`src/rtl/config_loader.sv`:
```
// config_loader: replays a header + addr/data word stream onto the fabric
// config bus, one write strobe per pair followed by a programmable settle gap.
// fabric_en is raised only after a complete, error-free load.
module config_loader #(
  parameter int unsigned GAP_CYCLES = 2,
  parameter int unsigned MAX_WRITES = 1024
) (
  input  logic        clk,
  input  logic        reset,
  input  logic        start,
  input  logic        in_valid,
  output logic        in_ready,
  input  logic [31:0] in_data,
  output logic [31:0] config_addr,
  output logic [31:0] config_data,
  output logic        config_we,
  output logic        busy,
  output logic        done,
  output logic        err,
  output logic        fabric_en,
  output logic [15:0] write_count
);

  typedef enum logic [2:0] {
    S_IDLE  = 3'd0,
    S_HDR   = 3'd1,
    S_ADDR  = 3'd2,
    S_DATA  = 3'd3,
    S_ISSUE = 3'd4,
    S_GAP   = 3'd5,
    S_DONE  = 3'd6
  } state_t;

  localparam bit          HAS_GAP  = (GAP_CYCLES > 0);
  localparam int unsigned GAP_INIT = HAS_GAP ? (GAP_CYCLES - 1) : 0;

  state_t      state_r;
  state_t      state_s;
  logic [15:0] hdr_n_r;
  logic [15:0] count_r;
  logic [15:0] gap_cnt_r;
  logic [31:0] addr_r;
  logic [31:0] data_r;
  logic        we_r;
  logic        busy_r;
  logic        done_r;
  logic        err_r;

  logic        ready_s;
  logic        accept_s;
  logic        start_s;
  logic        hdr_err_s;
  logic        last_s;
  logic        busy_s;
  logic [15:0] n_in_s;

  // Stream words are only taken while waiting on header, address or data.
  always_comb begin
    ready_s = 1'b0;
    case (state_r)
      S_HDR, S_ADDR, S_DATA: ready_s = 1'b1;
      default:               ready_s = 1'b0;
    endcase
  end

  assign accept_s = in_valid & ready_s;
  assign n_in_s   = in_data[15:0];
  assign last_s   = (count_r == hdr_n_r);

  // Next-state decode; start is honoured only from an idle or finished load.
  always_comb begin
    state_s   = state_r;
    start_s   = 1'b0;
    hdr_err_s = 1'b0;
    case (state_r)
      S_IDLE, S_DONE: begin
        if (start) begin
          state_s = S_HDR;
          start_s = 1'b1;
        end else begin
          state_s = state_r;
        end
      end
      S_HDR: begin
        if (accept_s) begin
          if (n_in_s == 16'd0) begin
            state_s = S_DONE;
          end else if ({16'd0, n_in_s} > 32'(MAX_WRITES)) begin
            state_s   = S_IDLE;
            hdr_err_s = 1'b1;
          end else begin
            state_s = S_ADDR;
          end
        end else begin
          state_s = S_HDR;
        end
      end
      S_ADDR: begin
        if (accept_s) state_s = S_DATA;
        else          state_s = S_ADDR;
      end
      S_DATA: begin
        if (accept_s) state_s = S_ISSUE;
        else          state_s = S_DATA;
      end
      S_ISSUE: begin
        if (HAS_GAP)     state_s = S_GAP;
        else if (last_s) state_s = S_DONE;
        else             state_s = S_ADDR;
      end
      S_GAP: begin
        if (gap_cnt_r == 16'd0) begin
          if (last_s) state_s = S_DONE;
          else        state_s = S_ADDR;
        end else begin
          state_s = S_GAP;
        end
      end
      default: state_s = S_IDLE;
    endcase
  end

  // Busy covers every state between header wait and the end of the last gap.
  always_comb begin
    busy_s = 1'b0;
    case (state_s)
      S_HDR, S_ADDR, S_DATA, S_ISSUE, S_GAP: busy_s = 1'b1;
      default:                               busy_s = 1'b0;
    endcase
  end

  // State, datapath and status registers; status outputs follow the next state.
  always_ff @(posedge clk) begin
    if (!reset) begin
      state_r   <= S_IDLE;
      hdr_n_r   <= 16'd0;
      count_r   <= 16'd0;
      gap_cnt_r <= 16'd0;
      addr_r    <= 32'd0;
      data_r    <= 32'd0;
      we_r      <= 1'b0;
      busy_r    <= 1'b0;
      done_r    <= 1'b0;
      err_r     <= 1'b0;
    end else begin
      state_r <= state_s;
      we_r    <= (state_s == S_ISSUE);
      busy_r  <= busy_s;
      done_r  <= (state_s == S_DONE);

      if (start_s)        err_r <= 1'b0;
      else if (hdr_err_s) err_r <= 1'b1;
      else                err_r <= err_r;

      if (start_s)                            hdr_n_r <= 16'd0;
      else if ((state_r == S_HDR) && accept_s) hdr_n_r <= n_in_s;
      else                                    hdr_n_r <= hdr_n_r;

      // Counted on the data accept so the strobe cycle already shows the new total.
      if (start_s)                             count_r <= 16'd0;
      else if ((state_r == S_DATA) && accept_s) count_r <= count_r + 16'd1;
      else                                     count_r <= count_r;

      if ((state_r == S_ADDR) && accept_s) addr_r <= in_data;
      else                                 addr_r <= addr_r;

      if ((state_r == S_DATA) && accept_s) data_r <= in_data;
      else                                 data_r <= data_r;

      if ((state_s == S_GAP) && (state_r != S_GAP)) gap_cnt_r <= 16'(GAP_INIT);
      else if ((state_r == S_GAP) && (gap_cnt_r != 16'd0)) gap_cnt_r <= gap_cnt_r - 16'd1;
      else gap_cnt_r <= gap_cnt_r;
    end
  end

  assign in_ready    = ready_s;
  assign config_addr = addr_r;
  assign config_data = data_r;
  assign config_we   = we_r;
  assign busy        = busy_r;
  assign done        = done_r;
  assign err         = err_r;
  assign fabric_en   = done_r;
  assign write_count = count_r;

endmodule

```
`config.mk`:
```
export PLATFORM = sky130hd
export DESIGN_NAME = config_loader
export DESIGN_NICKNAME = d
export VERILOG_FILES = /design/src/rtl/config_loader.sv
export SDC_FILE = /design/constraint.sdc
export NUM_CORES = 1
export LEC_CHECK = 0
export ABC_AREA = 0
export CAP_MARGIN = 5
export CORE_MARGIN = 2
export CORE_UTILIZATION = 30
export CTS_CLUSTER_DIAMETER = 40
export DETAILED_ROUTE_END_ITERATION = 7
export DONT_BUFFER_PORTS = 1
export GPL_ROUTABILITY_DRIVEN = 0
export GPL_TIMING_DRIVEN = 0
export SYNTH_ARGS = -nofsm -noshare
export SYNTH_HDL_FRONTEND = slang
export SYNTH_SLANG_ARGS = --single-unit
```
`constraint.sdc`:
```
create_clock -name clk -period 2.2 [get_ports clk]
set_clock_uncertainty 0.2 [all_clocks]
set_input_delay 0.33 -clock clk [delete_from_list [all_inputs] [get_ports clk]]
set_output_delay 0.33 -clock clk [all_outputs]
set_load 0.05 [all_outputs]
```
==> results.md, run 1 <==
- Post-synthesis instance area: 4857 um2
- Number of clock buffers inserted by TritonCTS: 17
- Clock Tree Buf Depth: 2
- Category of the most critical setup path: reg -> reg
- Post-Place Worst Slack: -0.1815 ns
- Post-Layout Cell Count: 871
- Placed cell count: just over 800
- Vias in the first global route: 4039
- Async set-reset flop share out of synthesis: 0%
- Die outline area: 17220 um2
- Synthesized instance count: 590
- Chip Height: 131.2 um
- First-pass detailed-route iteration total: 4
- Share of cells above drive strength 1: 12.52%
- Sw frac: 22.45%
- Antenna violations before repair: 0
- Final period demand of the worst path: 2.062 ns
- Setup repair after global routing missed its margin: false
- Slew of the pin with the lowest slew margin: just under 0.7 ns
- Number of nets in the finished design: between 600 and 700
- Antenna diode count: 0
- Register bit total from synthesis: 119
- CP max-delay cell: dfxtp_1
- Sum of overflow across all layers after global routing: 0
- Clk_lat worst skew: between 0.4 and 0.5 ns
- Total power after layout: 5.083 mW
- GRT Overall Usage: roughly 17%
- Effective utilization at floorplan: roughly 31%
- Post-route fraction of the period consumed by the critical path: 93.71%
- Static Leak: approximately 2.1 nW
- Post-synthesis to final-layout area growth: 25.30%
- Status: finished clean
- Placeable Area: between 15000 and 20000 um2
- WP buf/inv: 0
- Quantity of I/O buffers inserted on ports: 0
- Chip Width: 131.2 um
- Least setup slack across all paths after layout: 0.1383 ns
- Count of unique library cells instantiated by Yosys: 52
- First-pass GRT wire length: 22.83 mm
- Total half-perimeter wirelength after legalization and detailed placement: 9.920 mm
- Final design utilization: 38.45%
- Count of flip-flops with a built-in enable after synthesis: 0
- Count of vias placed by the detailed router: 4146
- Number of hold violations in the final report: 0
- Detail-routed net length per standard cell: approximately 17 um
- H-tree depth: 4
- Final count of pins violating max slew: 0
- Kind of path behind the tightest hold check: in -> reg
- Critical path arrival: 2.16 ns
- Clock sinks: approximately 120
- Psw: 1.141 mW
- Total setup violations reported at the end of the flow: 0
- Maximum number of pins on one net before global-route repair: 17
- Relative slew slack: about 54%
- Maximum vdd ir drop: 0.5537 mV
- Flop pwr share: a little over two fifths
- Fmax: 0.4850 GHz
- Worst-path cell chain: xnor2_1, nand3_1, nor4_2, a41o_1, o21ai_1, o311a_1
- Max-cap viol count: 0
- CP max stage delay: slightly above 0.7 ns
- Synthesized net count: roughly 630
- Family with the most delay on the worst path: flip-flops
- Clock tree root driver cell: clkbuf_16
- Yosys warnings: 0
- Gate power share: 4.3%
- Critical Path Sink Type: flip-flop
- Number of DRC markers in iteration 0: just over 300
- Highest net fanout along the worst path: 4
- Critical Path RT: 2.30 ns
- Relative contribution of the clock network to total power: between 50% and 60%
- Fraction of the yosys area taken by sequential cells: 49.05%
- FILL cells: 1623
- Synth Flop Type: dfxtp_1
- Sort of element at the start of the critical path: flip-flop
- TNS Setup: 0 ns
- Post-Synthesis Mean Instance Area: 8.232 um2
- DRT Wirelength: 14.42 mm
- Clock tree from TritonCTS: done
- Number of nets with antenna violations after routing: 0
- Cell-internal power: 3.942 mW
- Power per Cell Area: 835.2 nW/um2
- Top-level I/O count: 122
- Clock transition at the registers of the reported paths: about 0.060 ns
- DRC violation count after routing: 0
- Cell row count: 46
- Vias per std cell: 4.760
==> logic make-up after synthesis <==
group                    share of synthesized area (%)
AO/OA/AOI/OAI                                    12.62
XOR/XNOR                                         7.213
adder cells (fa/ha/maj)                         0.7729
buffers and inverters                            3.632
flip-flops                                       49.05
AND/OR/NAND/NOR                                  26.71
==> path summary, 6_finish.rpt <==
path | end | slack [ns] | cells past startpoint | startpoint
setup / recovery | busy | 0.14 | 6 | write_count[6]
hold reg to reg | hdr_n_r[8] | 0.27 | 2 | hdr_n_r[8]
hold / removal | gap_cnt_r[2] | 0.07 | 2 | reset
setup reg to reg | busy | 0.14 | 6 | write_count[6]
==> through the flow <==
stage          hold slack (ns)  cell area, um2
2_1_floorplan           0.2468            4857
3_3_place_gp            0.2579            5127
3_5_place_dp            0.2647            5127
4_1_cts                0.04370            6051
5_1_grt                0.08400            6086
6_report               0.06616            6086
==> cells in the mapped netlist (2+ instances only) <==
cell type  instances  area [um2]
a211oi_1           2       15.01
or3_1              3       18.77
xor2_1            11       96.34
ha_1               3       37.54
nand4_1            7       43.79
buf_2              5       25.02
nor3_1             5       25.02
o21ai_1            3       15.01
nor2_1            47       176.4
o21ai_0            5       25.02
nand3_1           10       50.05
and3b_1            2       17.52
a21oi_2            2       17.52
nor4_2             4       50.05
nand3_2            2       20.02
nor2b_1            3       18.77
a21oi_1           88       440.4
buf_4              4       30.03
or2_2              2       12.51
xnor2_1           29       254.0
inv_1              5       18.77
nand2_1          174       653.1
dfxtp_1          119        2382
clkbuf_1          23       86.33
nor4_1             4       25.02
and2b_1            2       15.01
==> registers in the layout, summed over array words and instances (netlist names) <==
name,flops
hdr_n_r,16
gap_cnt_r,16
write_count,16
config_data,32
done,1
config_we,1
err,1
busy,1
config_addr,32
state_r,3
==> layout by cell type (no fill, tap or decap), types with 3 or more instances in the layout <==
master,count
nand4_1,7
nor2b_1,3
or3_1,3
nor2_1,46
clkbuf_1,21
a21oi_1,88
buf_2,5
dlygate4sd3_1,33
nand3_2,3
nand3_1,9
clkbuf_16,17
ha_1,3
xnor2_1,29
clkbuf_2,4
nor4_2,5
nor3_1,4
inv_1,5
clkbuf_8,5
o21ai_1,4
nor4_1,3
xor2_1,11
nand2_1,174
o21ai_0,4
buf_4,5
dfxtp_1,107
clkinv_2,5
dfxtp_2,11
==> power groups by stage <==
stage | registers (mW) | clock network (mW) | logic, mW
after detailed placement | 2.23 | 0 | 0.140
final | 2.19 | 2.68 | 0.220
after global placement | 2.23 | 0 | 0.140
after global routing | 2.19 | 2.81 | 0.240
after floorplan | 2.23 | 0 | 0.105
after CTS | 2.19 | 2.73 | 0.219
==> area by class of cell <==
| cell class | count | area [um2] | area share, % |
|---|---|---|---|
| timing repair buffer | 34 | 337.8 | 5.551 |
| inverter | 5 | 18.77 | 0.3084 |
| multi-input combinational | 432 | 2328 | 38.26 |
| clock inverter | 8 | 71.32 | 1.172 |
| tap | 216 | 270.3 | 4.441 |
| sequential | 119 | 2400 | 39.43 |
| clock buffer | 23 | 498.0 | 8.183 |
| buffer | 34 | 161.4 | 2.652 |
==> layer usage <==
layer	part of all wire, %	up-vias	global-route usage [%]
met5	0	-	0
met4	2.0	0	6.643
met3	7.2	18	6.674
met2	47	111	27.81
met1	44	1941	20.33
li1	-	2076	-
==> what timing repair did <==
action,4_1_cts,5_1_grt
hold endpoints to repair,86,0
setup endpoints to repair,5,27
buffers inserted,0,1
pin swaps,0,2
gates resized for setup,14,12
gates cloned,0,0
hold buffers,33,0
Power figures use the tool's default switching activity.
==> inputs of run 2 (changes only) <==
--- a/config.mk
+++ b/config.mk
@@ -13,5 +13,4 @@
 export DETAILED_ROUTE_END_ITERATION = 7
 export DONT_BUFFER_PORTS = 1
-export GPL_ROUTABILITY_DRIVEN = 0
 export GPL_TIMING_DRIVEN = 0
 export SYNTH_ARGS = -nofsm -noshare
==> constraint.sdc (replaced) <==
create_clock -name clk -period 2.2 [get_ports clk]
set_clock_uncertainty 0.2 [all_clocks]
set_input_delay 0.33 -clock clk [delete_from_list [all_inputs] [get_ports clk]]
set_output_delay 0.33 -clock clk [all_outputs]
set_load 0.02 [all_outputs]
==> results.md, run 2 (synthesis gave the netlist of run 1 again) <==
- Post-route fraction of the period consumed by the critical path: 94.58% (+0.87 points)
- Critical Path RT: 2.30 ns (about the same)
- First-pass GRT wire length: 22.84 mm (about the same)
- Detail-routed net length per standard cell: 16.58 um (+0.18%)
- Sort of element at the start of the critical path: flip-flop
- TNS Setup: 0 ns (unchanged)
- Post-Layout Cell Count: 871 (unchanged)
- Static Leak: 2.063 nW (-0.30%)
- Status: finished clean
- Clock tree from TritonCTS: done
- Fmax: 0.4806 GHz (-0.92%)
- Chip Width: 131.2 um (unchanged)
- Clock transition at the registers of the reported paths: 0.06 ns (about the same)
- Post-Place Worst Slack: 0.05793 ns (+0.2394 ns)
- Clock tree root driver cell: clkbuf_16
- Number of nets with antenna violations after routing: 0 (unchanged)
- Cell row count: 46 (unchanged)
- DRC violation count after routing: 0 (unchanged)
- Power per Cell Area: 837.6 nW/um2 (+0.29%)
- Least setup slack across all paths after layout: 0.1191 ns (-0.01916 ns)
- Relative slew slack: 62.91% (+9.0 points)
- Number of DRC markers in iteration 0: 293 (-3.6%)
- Top-level I/O count: 122 (unchanged)
- Final period demand of the worst path: 2.081 ns (+0.01916 ns)
- Count of vias placed by the detailed router: 4130 (-0.39%)
- Vias in the first global route: 4044 (+0.12%)
- Total half-perimeter wirelength after legalization and detailed placement: 9.920 mm (unchanged)
- Post-placement cell area: 5127 um2 (unchanged)
- Critical path arrival: 2.18 ns (+0.02 ns)
- Post-synthesis to final-layout area growth: 24.78%
- Effective utilization at floorplan: 30.69% (unchanged)
- Critical Path Sink Type: flip-flop
- H-tree depth: 4 (unchanged)
- Most frequent cells in the layout: nand2_1 (174), dfxtp_1 (119), a21oi_1 (88)
- GRT Overall Usage: 17.09% (unchanged)
- Gp weighted congestion: 0.8096
- Chip Height: 131.2 um (unchanged)
- Number of hold violations in the final report: 0 (unchanged)
- Clk_lat worst skew: 0.42 ns (about the same)
- Clock sinks: 119 (unchanged)
- Kind of path behind the tightest hold check: in -> reg
- Quantity of I/O buffers inserted on ports: 0 (unchanged)
- Antenna diode count: 0 (unchanged)
- Final count of pins violating max slew: 0 (unchanged)
- Placeable Area: 15830 um2 (unchanged)
- Maximum vdd ir drop: 0.5531 mV (about the same)
- Max-cap viol count: 0 (unchanged)
- Number of nets in the finished design: 682 (unchanged)
- Placed cell count: 806 (unchanged)
- Highest net fanout along the worst path: 7 (+3)
- Die outline area: 17220 um2 (unchanged)
- Total setup violations reported at the end of the flow: 0 (unchanged)
- Number of clock buffers inserted by TritonCTS: 17 (unchanged)
- Vias per std cell: 4.742 (-0.39%)
- Maximum number of pins on one net before global-route repair: 17 (unchanged)
- Sum of overflow across all layers after global routing: 0 (unchanged)
- Clock Tree Buf Depth: 2 (unchanged)
- Commonest non-fill, non-tap cell in the layout: nand2_1
- Setup repair after global routing missed its margin: false
- Share of cells above drive strength 1: 10.53% (-2.0 points)
- Antenna violations before repair: 0 (unchanged)
- DRT Wirelength: 14.44 mm (+0.18%)
- Category of the most critical setup path: reg -> reg
- Final design utilization: 38.29% (-0.16 points)
- Post-route standard cell area excluding fillers: 6061 um2 (-0.41%)
- First-pass detailed-route iteration total: 4 (unchanged)
- Slew of the pin with the lowest slew margin: 0.5563 ns (-0.1336 ns)
[run 2: layout make-up]
type / instances / area (um2)
Clock inverter: 8 / 71.32
Tap cell: 216 / 270.3
Sequential cell: 119 / 2382
Multi-Input combinational cell: 432 / 2321
Inverter: 5 / 18.77
Fill cell: 1624 / 9767
Timing Repair Buffer: 34 / 337.8
Buffer: 34 / 161.4
Clock buffer: 23 / 498.0
[run 2: what timing repair did]
item | in CTS | in global routing
endpoints found under the setup margin | 0 | 26
hold endpoints to repair | 86 | 0
hold buffers | 33 | 0
setup buffers | 0 | 1
gates resized for setup | 0 | 12
[run 2: final timing paths]
| check | from | endpoint | slack (ns) | depth (start not counted) |
|---|---|---|---|---|
| setup / recovery | write_count[7] | busy | 0.12 | 6 |
| hold / removal | reset | gap_cnt_r[2] | 0.07 | 2 |
| setup reg to reg | write_count[7] | busy | 0.12 | 6 |
| hold reg to reg | hdr_n_r[8] | hdr_n_r[8] | 0.27 | 2 |
[run 2: through the flow]
step           hold slack, ns  power, mW
4_1_cts               0.04370      5.122
5_1_grt               0.08399      5.227
3_5_place_dp           0.2647      2.363
3_3_place_gp           0.2579      2.363
6_report              0.06559      5.076
2_1_floorplan          0.2468      2.326
[run 2: layer usage]
| layer | global-route usage [%] | wire (um) |
|---|---|---|
| met1 | 20.33 | 6384 |
| met2 | 27.81 | 6781 |
| met3 | 6.674 | 983 |
| met4 | 6.643 | 291 |
| met5 | 0 | 0 |
[run 2: where the power goes]
part,internal (mW),total [mW],switching [mW]
logic,0.0867,0.216,0.129
registers,2.17,2.18,0.0117
clock network,1.69,2.68,0.993
total,3.94,5.08,1.13
[run 2: critical path: stages (launching register included)]
cell	delay (ns)
dfxtp_1	0.60
xnor2_1	0.17
nand4_1	0.15
nor4_2	0.34
a41o_1	0.30
o21ai_1	0.08
o311a_1	0.12
